### config.mk
export PLATFORM = sky130hd
export DESIGN_NAME = uart_tx_dev_flat
export DESIGN_NICKNAME = d
export VERILOG_FILES = /design/src/rtl/uart_tx_dev_pkg.sv /design/src/rtl/uart_tx_dev_if.sv /design/src/rtl/uart_tx_dev_tx_fifo.sv /design/src/rtl/uart_tx_dev.sv /design/src/flat_wrapper.sv
export SDC_FILE = /design/constraint.sdc
export NUM_CORES = 1
export LEC_CHECK = 0
export CORE_UTILIZATION = 45
export DETAILED_ROUTE_END_ITERATION = 6
export PLACE_DENSITY = 0.73
export RECOVER_POWER = 25
export SLEW_MARGIN = 20
export SYNTH_ARGS = -nofsm -noshare
export SYNTH_HDL_FRONTEND = slang
export SYNTH_SLANG_ARGS = --single-unit
### constraint.sdc
create_clock -name clk -period 6.8 [get_ports clk]
set_input_delay 1.36 -clock clk [delete_from_list [all_inputs] [get_ports clk]]
set_output_delay 1.36 -clock clk [all_outputs]
set_load 0.02 [all_outputs]
### src/rtl/uart_tx_dev_pkg.sv
// Shared definitions for the memory-mapped UART transmitter: register map,
// STATUS bit positions and the serialiser state encoding.
package uart_tx_dev_pkg;

    localparam logic [1:0] REG_DATA   = 2'd0;
    localparam logic [1:0] REG_STATUS = 2'd1;
    localparam logic [1:0] REG_CTRL   = 2'd2;
    localparam logic [1:0] REG_BAUD   = 2'd3;

    localparam int ST_BUSY     = 0;
    localparam int ST_FULL     = 1;
    localparam int ST_EMPTY    = 2;
    localparam int ST_IRQ_PEND = 3;
    localparam int ST_OVERFLOW = 4;

    localparam int CTRL_EN     = 0;
    localparam int CTRL_IRQ_EN = 1;

    typedef enum logic [1:0] {
        S_IDLE  = 2'd0,
        S_START = 2'd1,
        S_DATA  = 2'd2,
        S_STOP  = 2'd3
    } tx_state_e;

endpackage

### src/rtl/uart_tx_dev_if.sv
// Bridge-side device bus: write strobe, word address, write data,
// combinational read data and the level interrupt towards HWInt.
interface uart_tx_dev_if;

    logic        WE;
    logic [31:0] Addr;
    logic [31:0] WD;
    logic [31:0] RD;
    logic        IRQ;

    modport master (
        output WE,
        output Addr,
        output WD,
        input  RD,
        input  IRQ
    );

    modport slave (
        input  WE,
        input  Addr,
        input  WD,
        output RD,
        output IRQ
    );

endinterface

### src/rtl/uart_tx_dev_tx_fifo.sv
// Byte-wide synchronous circular FIFO; pushes while full are dropped and
// pops while empty are ignored, so the caller may strobe freely.
module tx_fifo #(
    parameter int FIFO_DEPTH = 4
) (
    input  logic                          clk,
    input  logic                          reset,
    input  logic                          push,
    input  logic [7:0]                    din,
    input  logic                          pop,
    output logic [7:0]                    dout,
    output logic                          full,
    output logic                          empty,
    output logic [$clog2(FIFO_DEPTH):0]   count
);

    localparam int             AW      = $clog2(FIFO_DEPTH);
    localparam logic [AW:0]    DEPTH_C = (AW + 1)'(FIFO_DEPTH);

    logic [7:0]    mem [FIFO_DEPTH];
    logic [AW-1:0] rd_ptr;
    logic [AW-1:0] wr_ptr;
    logic          do_push;
    logic          do_pop;

    assign full    = (count == DEPTH_C);
    assign empty   = (count == '0);
    assign do_push = push && !full;
    assign do_pop  = pop && !empty;
    assign dout    = mem[rd_ptr];

    // Pointers wrap on their own because the depth is a power of two.
    always_ff @(posedge clk) begin
        if (reset) begin
            rd_ptr <= '0;
            wr_ptr <= '0;
            count  <= '0;
        end else begin
            if (do_push) begin
                wr_ptr <= wr_ptr + 1'b1;
            end
            if (do_pop) begin
                rd_ptr <= rd_ptr + 1'b1;
            end
            case ({do_push, do_pop})
                2'b10:   count <= count + 1'b1;
                2'b01:   count <= count - 1'b1;
                default: ;
            endcase
        end
    end

    always_ff @(posedge clk) begin
        if (do_push) begin
            mem[wr_ptr] <= din;
        end
    end

endmodule

### src/rtl/uart_tx_dev.sv
// Memory-mapped 8N1 UART transmitter: register decode, TX FIFO, bit-timing
// serialiser and drain interrupt.
module uart_tx_dev
    import uart_tx_dev_pkg::*;
#(
    parameter int FIFO_DEPTH = 4,
    parameter int BAUD_RST   = 16
) (
    input  logic         clk,
    input  logic         reset,
    uart_tx_dev_if.slave bus,
    output logic         tx
);

    logic [1:0]  sel;
    logic        wr_data;
    logic        wr_status;
    logic        wr_ctrl;
    logic        wr_baud;

    logic        en_q;
    logic        irq_en_q;
    logic        irq_pend_q;
    logic        overflow_q;
    logic [15:0] baud_q;

    tx_state_e   state_q;
    tx_state_e   state_d;
    logic [15:0] baud_cnt_q;
    logic [15:0] bit_len_q;
    logic [2:0]  bit_idx_q;
    logic [7:0]  shift_q;
    logic        bit_end;
    logic        busy;
    logic        pop;
    logic        irq_set;

    logic        fifo_full;
    logic        fifo_empty;
    logic [7:0]  fifo_head;
    logic [$clog2(FIFO_DEPTH):0] fifo_count;

    logic [31:0] rd_data;
    logic        unused_bits;

    // A divisor of zero would stall the bit counter, so it runs as one.
    function automatic logic [15:0] sat_baud(input logic [15:0] b);
        return (b == 16'd0) ? 16'd1 : b;
    endfunction

    assign sel       = bus.Addr[3:2];
    assign wr_data   = bus.WE && (sel == REG_DATA);
    assign wr_status = bus.WE && (sel == REG_STATUS);
    assign wr_ctrl   = bus.WE && (sel == REG_CTRL);
    assign wr_baud   = bus.WE && (sel == REG_BAUD);

    assign unused_bits = ^{bus.Addr[31:4], bus.Addr[1:0], bus.WD[31:16], fifo_count};

    tx_fifo #(
        .FIFO_DEPTH (FIFO_DEPTH)
    ) u_fifo (
        .clk   (clk),
        .reset (reset),
        .push  (wr_data),
        .din   (bus.WD[7:0]),
        .pop   (pop),
        .dout  (fifo_head),
        .full  (fifo_full),
        .empty (fifo_empty),
        .count (fifo_count)
    );

    assign bit_end = (baud_cnt_q == bit_len_q - 16'd1);
    assign busy    = (state_q != S_IDLE);

    always_comb begin
        state_d = state_q;
        pop     = 1'b0;
        irq_set = 1'b0;
        tx      = 1'b1;
        case (state_q)
            S_IDLE: begin
                if (en_q && !fifo_empty) begin
                    pop     = 1'b1;
                    state_d = S_START;
                end
            end
            S_START: begin
                tx = 1'b0;
                if (bit_end) begin
                    state_d = S_DATA;
                end
            end
            S_DATA: begin
                tx = shift_q[0];
                if (bit_end && (bit_idx_q == 3'd7)) begin
                    state_d = S_STOP;
                end
            end
            S_STOP: begin
                if (bit_end) begin
                    // Chain straight into the next frame when a byte is waiting.
                    if (en_q && !fifo_empty) begin
                        pop     = 1'b1;
                        state_d = S_START;
                    end else begin
                        state_d = S_IDLE;
                        irq_set = fifo_empty;
                    end
                end
            end
            default: state_d = S_IDLE;
        endcase
    end

    always_ff @(posedge clk) begin
        if (reset) begin
            state_q    <= S_IDLE;
            baud_cnt_q <= '0;
            bit_len_q  <= sat_baud(16'(BAUD_RST));
            bit_idx_q  <= '0;
        end else begin
            state_q <= state_d;
            if (pop) begin
                baud_cnt_q <= '0;
                bit_len_q  <= sat_baud(baud_q);
                bit_idx_q  <= '0;
            end else if (busy) begin
                if (bit_end) begin
                    baud_cnt_q <= '0;
                    bit_len_q  <= sat_baud(baud_q);
                    if (state_q == S_DATA) begin
                        bit_idx_q <= bit_idx_q + 3'd1;
                    end
                end else begin
                    baud_cnt_q <= baud_cnt_q + 16'd1;
                end
            end
        end
    end

    always_ff @(posedge clk) begin
        if (pop) begin
            shift_q <= fifo_head;
        end else if ((state_q == S_DATA) && bit_end) begin
            shift_q <= shift_q >> 1;
        end
    end

    // A drain event in the same cycle as a STATUS write keeps irq_pend set.
    always_ff @(posedge clk) begin
        if (reset) begin
            en_q       <= 1'b0;
            irq_en_q   <= 1'b0;
            baud_q     <= 16'(BAUD_RST);
            irq_pend_q <= 1'b0;
            overflow_q <= 1'b0;
        end else begin
            if (wr_ctrl) begin
                en_q     <= bus.WD[CTRL_EN];
                irq_en_q <= bus.WD[CTRL_IRQ_EN];
            end
            if (wr_baud) begin
                baud_q <= bus.WD[15:0];
            end
            if (irq_set) begin
                irq_pend_q <= 1'b1;
            end else if (wr_status) begin
                irq_pend_q <= 1'b0;
            end
            if (wr_data && fifo_full) begin
                overflow_q <= 1'b1;
            end else if (wr_status) begin
                overflow_q <= 1'b0;
            end
        end
    end

    always_comb begin
        rd_data = '0;
        case (sel)
            REG_STATUS: begin
                rd_data[ST_BUSY]     = busy;
                rd_data[ST_FULL]     = fifo_full;
                rd_data[ST_EMPTY]    = fifo_empty;
                rd_data[ST_IRQ_PEND] = irq_pend_q;
                rd_data[ST_OVERFLOW] = overflow_q;
            end
            REG_CTRL: begin
                rd_data[CTRL_EN]     = en_q;
                rd_data[CTRL_IRQ_EN] = irq_en_q;
            end
            REG_BAUD: rd_data[15:0] = baud_q;
            default:  rd_data = '0;
        endcase
    end

    assign bus.RD  = rd_data;
    assign bus.IRQ = irq_pend_q & irq_en_q;

endmodule

### src/flat_wrapper.sv
// flat-port wrapper written by rule: the top's interface ports become plain ports
module uart_tx_dev_flat import uart_tx_dev_pkg::*;
#(
    parameter int FIFO_DEPTH = 4,
    parameter int BAUD_RST   = 16
)
  (clk, reset, tx, bus_WE, bus_Addr, bus_WD, bus_RD, bus_IRQ);
  uart_tx_dev_if bus_i ();
  input  logic clk;
  input  logic reset;
  output logic tx;
  input wire logic [$bits(bus_i.WE)-1:0] bus_WE;
  input wire logic [$bits(bus_i.Addr)-1:0] bus_Addr;
  input wire logic [$bits(bus_i.WD)-1:0] bus_WD;
  output wire logic [$bits(bus_i.RD)-1:0] bus_RD;
  output wire logic [$bits(bus_i.IRQ)-1:0] bus_IRQ;
  assign bus_i.WE = bus_WE;
  assign bus_i.Addr = bus_Addr;
  assign bus_i.WD = bus_WD;
  assign bus_RD = bus_i.RD;
  assign bus_IRQ = bus_i.IRQ;
  uart_tx_dev #(.FIFO_DEPTH(FIFO_DEPTH), .BAUD_RST(BAUD_RST)) u_core (.clk(clk), .reset(reset), .bus(bus_i), .tx(tx));
endmodule
== Word level (Yosys, flattened, before mapping) ==
Memories as Yosys holds them, arrays and structs flattened. A register that Yosys moved wholly into a read port is not among the register bits.
Index checks and enable logic that the tools add are counted.
Widths: inputs -> output; s select.
Storage, ports and cells
  word-level logic and storage cells: 95
  flip-flop bits (word level): 72
  bits of input ports: 67
  memory bits (writable): 32
  memories kept: 1
Operators by class
  add/sub/neg operators: 7
  bitwise gates (word level): 1
  reductions and logical operators: 27
  mux-type cells: 31
  equality and inequality tests: 15
Memory list
  u_core.u_fifo.mem: words 4, width 8, read ports 1, clocked after Yosys merged registers in 1, write ports 1, line uart_tx_dev_tx_fifo.sv:20  | logic [7:0] mem [FIFO_DEPTH];
Operator list (count)
  $mux 16: 5
  $add 16x1->16 const B: 1
  $eq 16x16->1: 1
  $logic_not 16->1: 1
  $mux 8: 2
  $sub 16x1->16 const B: 1
  $reduce_bool 2->1: 7
  $mux 2: 6
  $pmux 3 s2: 2
  $mux 1: 11
  $mux 11: 1
  $eq 2x2->1 const B: 5
  $logic_and 1x1->1: 10
  $ne 2x1->1 const B: 4
  $pmux 2 s4: 1
  $add 3x1->3 const B: 2
  $eq 2x1->1 const B: 3
  $eq 3x3->1 const B: 2
  $pmux 2 s3: 1
  $add 2x1->2 const B: 2
  $logic_not 2->1: 2
  $pmux 1 s2: 2
  $reduce_and 4->1: 1
  $logic_not 3->1: 1
  6 further kinds: 7

== Depth between registers and ports, before layout ==
  depth after elaboration: 9
  mapped depth: 17
  gate-level depth less buffers: 15

== Modules after synthesis ==
A second synthesis with hierarchy kept.
Unflattened totals
  cells, all modules: 557
  area, all modules: 5485.3 sq um
Modules (own cells, without submodules)
  uart_tx_dev: cells each 461, instances 1, area each 3854.9 sq um, sequential area each 1381.3 sq um
  tx_fifo: cells each 96, instances 1, area each 1630.3 sq um, sequential area each 1141.1 sq um

== Worst setup path before layout ==
No wires, ideal clock.
  path kind: reg-to-reg
  start point: register u_core.bit_len_q[0]
  end point: register u_core.u_fifo.count[2]
  arrival time: 3815 ps
  slack: 2914 ps
  data required time: 6730 ps
  cell stages (with the launch flop): 18
  clock period less this slack: 3886 ps
  path through: dfxtp_1 inv_1 ha_1 or4b_1 buf_2 or4_4 a211oi_2 o211ai_1 nor4_1 a21oi_1 clkinv_1 buf_2 ha_1 inv_1 fa_1 xor2_1 or3_1 a21oi_1
On the way
  cells in the longest elaborated chain, start to end: 7
  elaborated cells on any way between the ends: 9
RTL lines
  start, declared: line uart_tx_dev.sv:30  | logic [15:0] bit_len_q;
  start signal, assigned: line uart_tx_dev.sv:120  | bit_len_q <= sat_baud(16'(BAUD_RST));
  start signal, assigned: line uart_tx_dev.sv:126  | bit_len_q <= sat_baud(baud_q);
  start signal, assigned: line uart_tx_dev.sv:131  | bit_len_q <= sat_baud(baud_q);
  $sub 16x1->16 (*): line uart_tx_dev.sv:73  | assign bit_end = (baud_cnt_q == bit_len_q - 16'd1);
  $eq 16x16->1 (*): line uart_tx_dev.sv:73
  $mux 1 (*): line uart_tx_dev.sv:101  | if (bit_end) begin
  $pmux 1 s2 (*): line uart_tx_dev.sv:81  | case (state_q)
  $logic_and 1x1->1 (*): line uart_tx_dev_tx_fifo.sv:29  | assign do_pop = pop && !empty;
  named net u_core.u_fifo.do_pop: line uart_tx_dev_tx_fifo.sv:24  | logic do_pop;
  $eq 2x1->1 / $eq 2x2->1 (equally long branches): line uart_tx_dev_tx_fifo.sv:45  | case ({do_push, do_pop})
  $pmux 3 s2 / $reduce_bool 2->1 (equally long branches)
  end signal, assigned: line uart_tx_dev_tx_fifo.sv:46  | 2'b10: count <= count + 1'b1;
  end signal, assigned: line uart_tx_dev_tx_fifo.sv:47  | 2'b01: count <= count - 1'b1;
  end, declared: line uart_tx_dev_tx_fifo.sv:14  | output logic [$clog2(FIFO_DEPTH):0] count
The timed path passes the listed nets; every way through them passes the cells marked *.
A chain may end at the register's enable or synchronous reset.

== Worst setup path after layout ==
  start point: input bus_Addr[2]
  end point: output bus_RD[0]
On the way
  cells in the longest elaborated chain, start to end: 2
  elaborated cells on any way between the ends: 4
RTL lines
  start, declared: line flat_wrapper.sv:13  | input wire logic [$bits(bus_i.Addr)-1:0] bus_Addr;
  $eq 2x2->1 / $eq 2x1->1 (equally long branches): line uart_tx_dev.sv:181  | case (sel)
  $pmux 2 s3 (*): line uart_tx_dev.sv:181
  end, declared: line flat_wrapper.sv:15  | output wire logic [$bits(bus_i.RD)-1:0] bus_RD;
Every way passes the cells marked *; elsewhere a longest branch is shown, timed or not.

==> run metrics <==
outcome finished, violations left; violated checks design-rule violations; remaining antenna violation count 0; ys async rst share 0%; clk root buf clkbuf_16; CP peak stage delay 920 ps; Top FF cell, synth dfxtp_1; maximum fanout along the worst path 23; Worst setup EP type output pin; post-synth top area cell dfxtp_1; gpl congestion 0.816; Layout area overhead 11.8%; Hold WS 474 ps; Pint 1.01 mW; Synth cell types 57; number of synthesized register bits 106; first-pass GRT wire length 18300 µm; worst-margin pin slew 1010 ps; relative slew slack 32.2%; worst-skew pair later-pin latency 350 ps; Max Cap Viol 0; largest delay contributor family on the critical path buffers and inverters; cell area after synthesis 5460 µm²; Peak VDD IR 0.000155 V; setup TNS 0 ps; CTS Buffer Depth 2; 1st-iter DRT viols 230; CP Class in -> out; Post-CTS Resized 0; WL per Instance 15.4 µm; Tcrit/Tclk final 71.9%; initial antenna violation count 0; Synth top cells by count 66 x dfxtp_1, 51 x nand2_1, 40 x edfxtp_1, 31 x nand2b_1, 26 x nor2_1; IO Port Bufs 38; WP buf/inv 2; Die ar. 12600 µm²; fin crit period 4890 ps; # hold bufs at CTS 0; Final Max Slew Viols 0; # setup viols final 0; Ports 101; CP Launch Type primary input; Ys Warns 0; Ant. Diodes 0; EDFF count, synth 40; RSZ-0062 raised after global routing no; Final nets 645; Mean Syn Cell Area 10.1 µm²; Sw Ratio 26.8%; worst path required time 5440 ps; worst min path class reg -> reg; f_max 205 MHz; postcts setup bufs 0; Power Density 226 nW/µm²; ratio of cells with drive above 1 in the final layout 7.05%; Psw 0.370 mW; die height 112 µm; critical path, cell by cell clkdlybuf4s50_1 > mux2_2 > a22o_1 > clkdlybuf4s50_1; data arrival time of the worst path 3530 ps; Vias 3878; total power 1.38 mW; final cell count without fillers 710; Critical-path top delay cell clkdlybuf4s50_1; multi-input logic area 2670 µm²; Clock power frac 36.1%; Area contributors post-synth dfxtp_1 24%, edfxtp_1 22%, mux2i_1 4.2%; Total GRT Usage 18.3%; Die Wd 112 µm; GR Overflow Total 0; CORE AREA 11600 µm²; drt total wl 10900 µm; sequential-to-total area share from yosys stat 46.2%; Yosys top cell area share 24.2%; Clock H-tree levels 3; Worst path most repeated cell clkdlybuf4s50_1; vias in the first global route 3808; starting density of the core 47.0%; site row count 39; Final HPWL DP 7710 µm; largest net degree at the start of global routing 86; Clock transition at path regs 70 ps; DR DRC count 5; Seq. cell area 2520 µm²; Final Hold Vio Count 0; Num CTS Buffers 9; TritonCTS Sinks 106; clk_skew 6.47 ps; Pre-Repair DR Iteration Count 6; via-per-instance ratio 5.46; # fillers 992; Combinational Power Share 12.8%; Post-Place Cells 694; CTS tree done; cell leakage power 2.22 nW; Flop pwr share 51.1%; Syn Inst Count 543; most common cell in the netlist dfxtp_1
-- placed cells by master, fill, tap and decap left out, types with 2 or more instances in the layout --
cell / n
mux2i_1: 23
xnor2_1: 20
clkinvlp_4: 3
xor2_1: 18
dlygate4sd3_1: 10
and3_1: 18
clkdlybuf4s50_1: 27
inv_1: 17
nor3b_1: 5
nor4_1: 13
a41oi_1: 2
clkbuf_16: 9
a21oi_1: 24
nor3_1: 25
a211oi_1: 3
nor2b_1: 7
nor2_1: 26
inv_6: 2
o21ai_1: 2
o21ai_0: 9
edfxtp_1: 40
and2_1: 8
mux2_2: 11
nand2_1: 51
nand3b_1: 3
nand4_1: 4
nand3_1: 6
a31oi_1: 2
or4_4: 2
or3_1: 11
ha_1: 15
dfxtp_1: 66
conb_1: 16
mux4_2: 8
or4_1: 2
o211ai_1: 4
nand2b_1: 31
-- worst register-to-register path, cell delays in order, from the launching register on --
cell	delay [ps]
dfxtp_1	340
inv_1	80
ha_1	270
or4b_1	640
or4_4	540
a211oi_2	350
o211ai_1	150
nor4_1	190
a21oi_1	100
clkinv_1	350
ha_1	270
inv_1	60
fa_1	370
xor2_1	170
or3_1	310
a21oi_1	140
-- layer usage --
layer / vias to the layer above / routed length [µm] / part of all wire (%) / global-route usage [%]
met5: - / 0 / 0 / 0
li1: 1925 / - / - / -
met1: 1828 / 5100 / 47 / 24.1
met2: 110 / 5170 / 47 / 30.1
met3: 15 / 454 / 4.2 / 2.59
met4: 0 / 210 / 1.9 / 7.82
-- flip-flops by register name, indices dropped and copies added, names as in the netlist, named ones only --
name	count
u_core.bit_idx_q	3
u_core.en_q	1
u_core.shift_q	8
u_core.u_fifo.count	3
u_core.irq_en_q	1
u_core.overflow_q	1
u_core.u_fifo.mem	32
u_core.irq_pend_q	1
u_core.baud_q	16
u_core.bit_len_q	16
u_core.baud_cnt_q	16
u_core.state_q	2
u_core.u_fifo.rd_ptr	2
u_core.u_fifo.wr_ptr	2
-- metrics by stage --
step	util (%)	setup slack [ps]	instance area, µm²
after floorplan	-	2910	5520
after global placement	50.1	1990	5820
after detailed placement	50.1	1960	5820
after CTS	52.6	1920	6110
after global routing	52.6	1870	6110
final	52.6	1910	6110
-- path summary, 6_finish.rpt --
check,from,to,slack (ps),cells past startpoint
max,bus_Addr[2],bus_RD[0],1910,4
min,u_core.irq_pend_q$_SDFFE_PP0P_,u_core.irq_pend_q$_SDFFE_PP0P_,470,2
max reg2reg,u_core.bit_len_q[0]$_SDFFE_PP0P_,u_core.u_fifo.count[2]$_SDFFE_PP0P_,2410,15
min reg2reg,u_core.irq_pend_q$_SDFFE_PP0P_,u_core.irq_pend_q$_SDFFE_PP0P_,470,2
-- kinds of logic (layout without fill, tap and decap cells) --
group | after synthesis | count (layout) | synth area share [%]
DFF | 106 | 106 | 46.2
and+or+nand+nor | 217 | 217 | 21.3
buffers and inverters | 64 | 73 | 5.98
muxes | 43 | 43 | 9.99
xor gates and xnor gates | 38 | 38 | 6.09
adders and majority gates | 16 | 16 | 3.80
AOI/OAI and AO/OA | 58 | 58 | 6.62
other | 1 | 16 | 0.0687
-- power groups by stage --
stage / Clock [mW] / Sequential (mW) / Combinational, mW
2_1_floorplan: 0 / 0.702 / 0.144
3_3_place_gp: 0 / 0.716 / 0.171
3_5_place_dp: 0 / 0.718 / 0.176
4_1_cts: 0.505 / 0.703 / 0.177
5_1_grt: 0.530 / 0.706 / 0.195
6_report: 0.497 / 0.704 / 0.177
-- area by class of cell --
cell class | count | share of cell area [%]
well taps | 143 | 2.93
clock inverters | 7 | 0.984
repair buffers | 39 | 6.27
flip-flops and latches | 106 | 41.3
multi-input cells | 388 | 43.7
clock buffers | 9 | 3.69
inverters | 18 | 1.11
(Power assumes the default switching activity.)
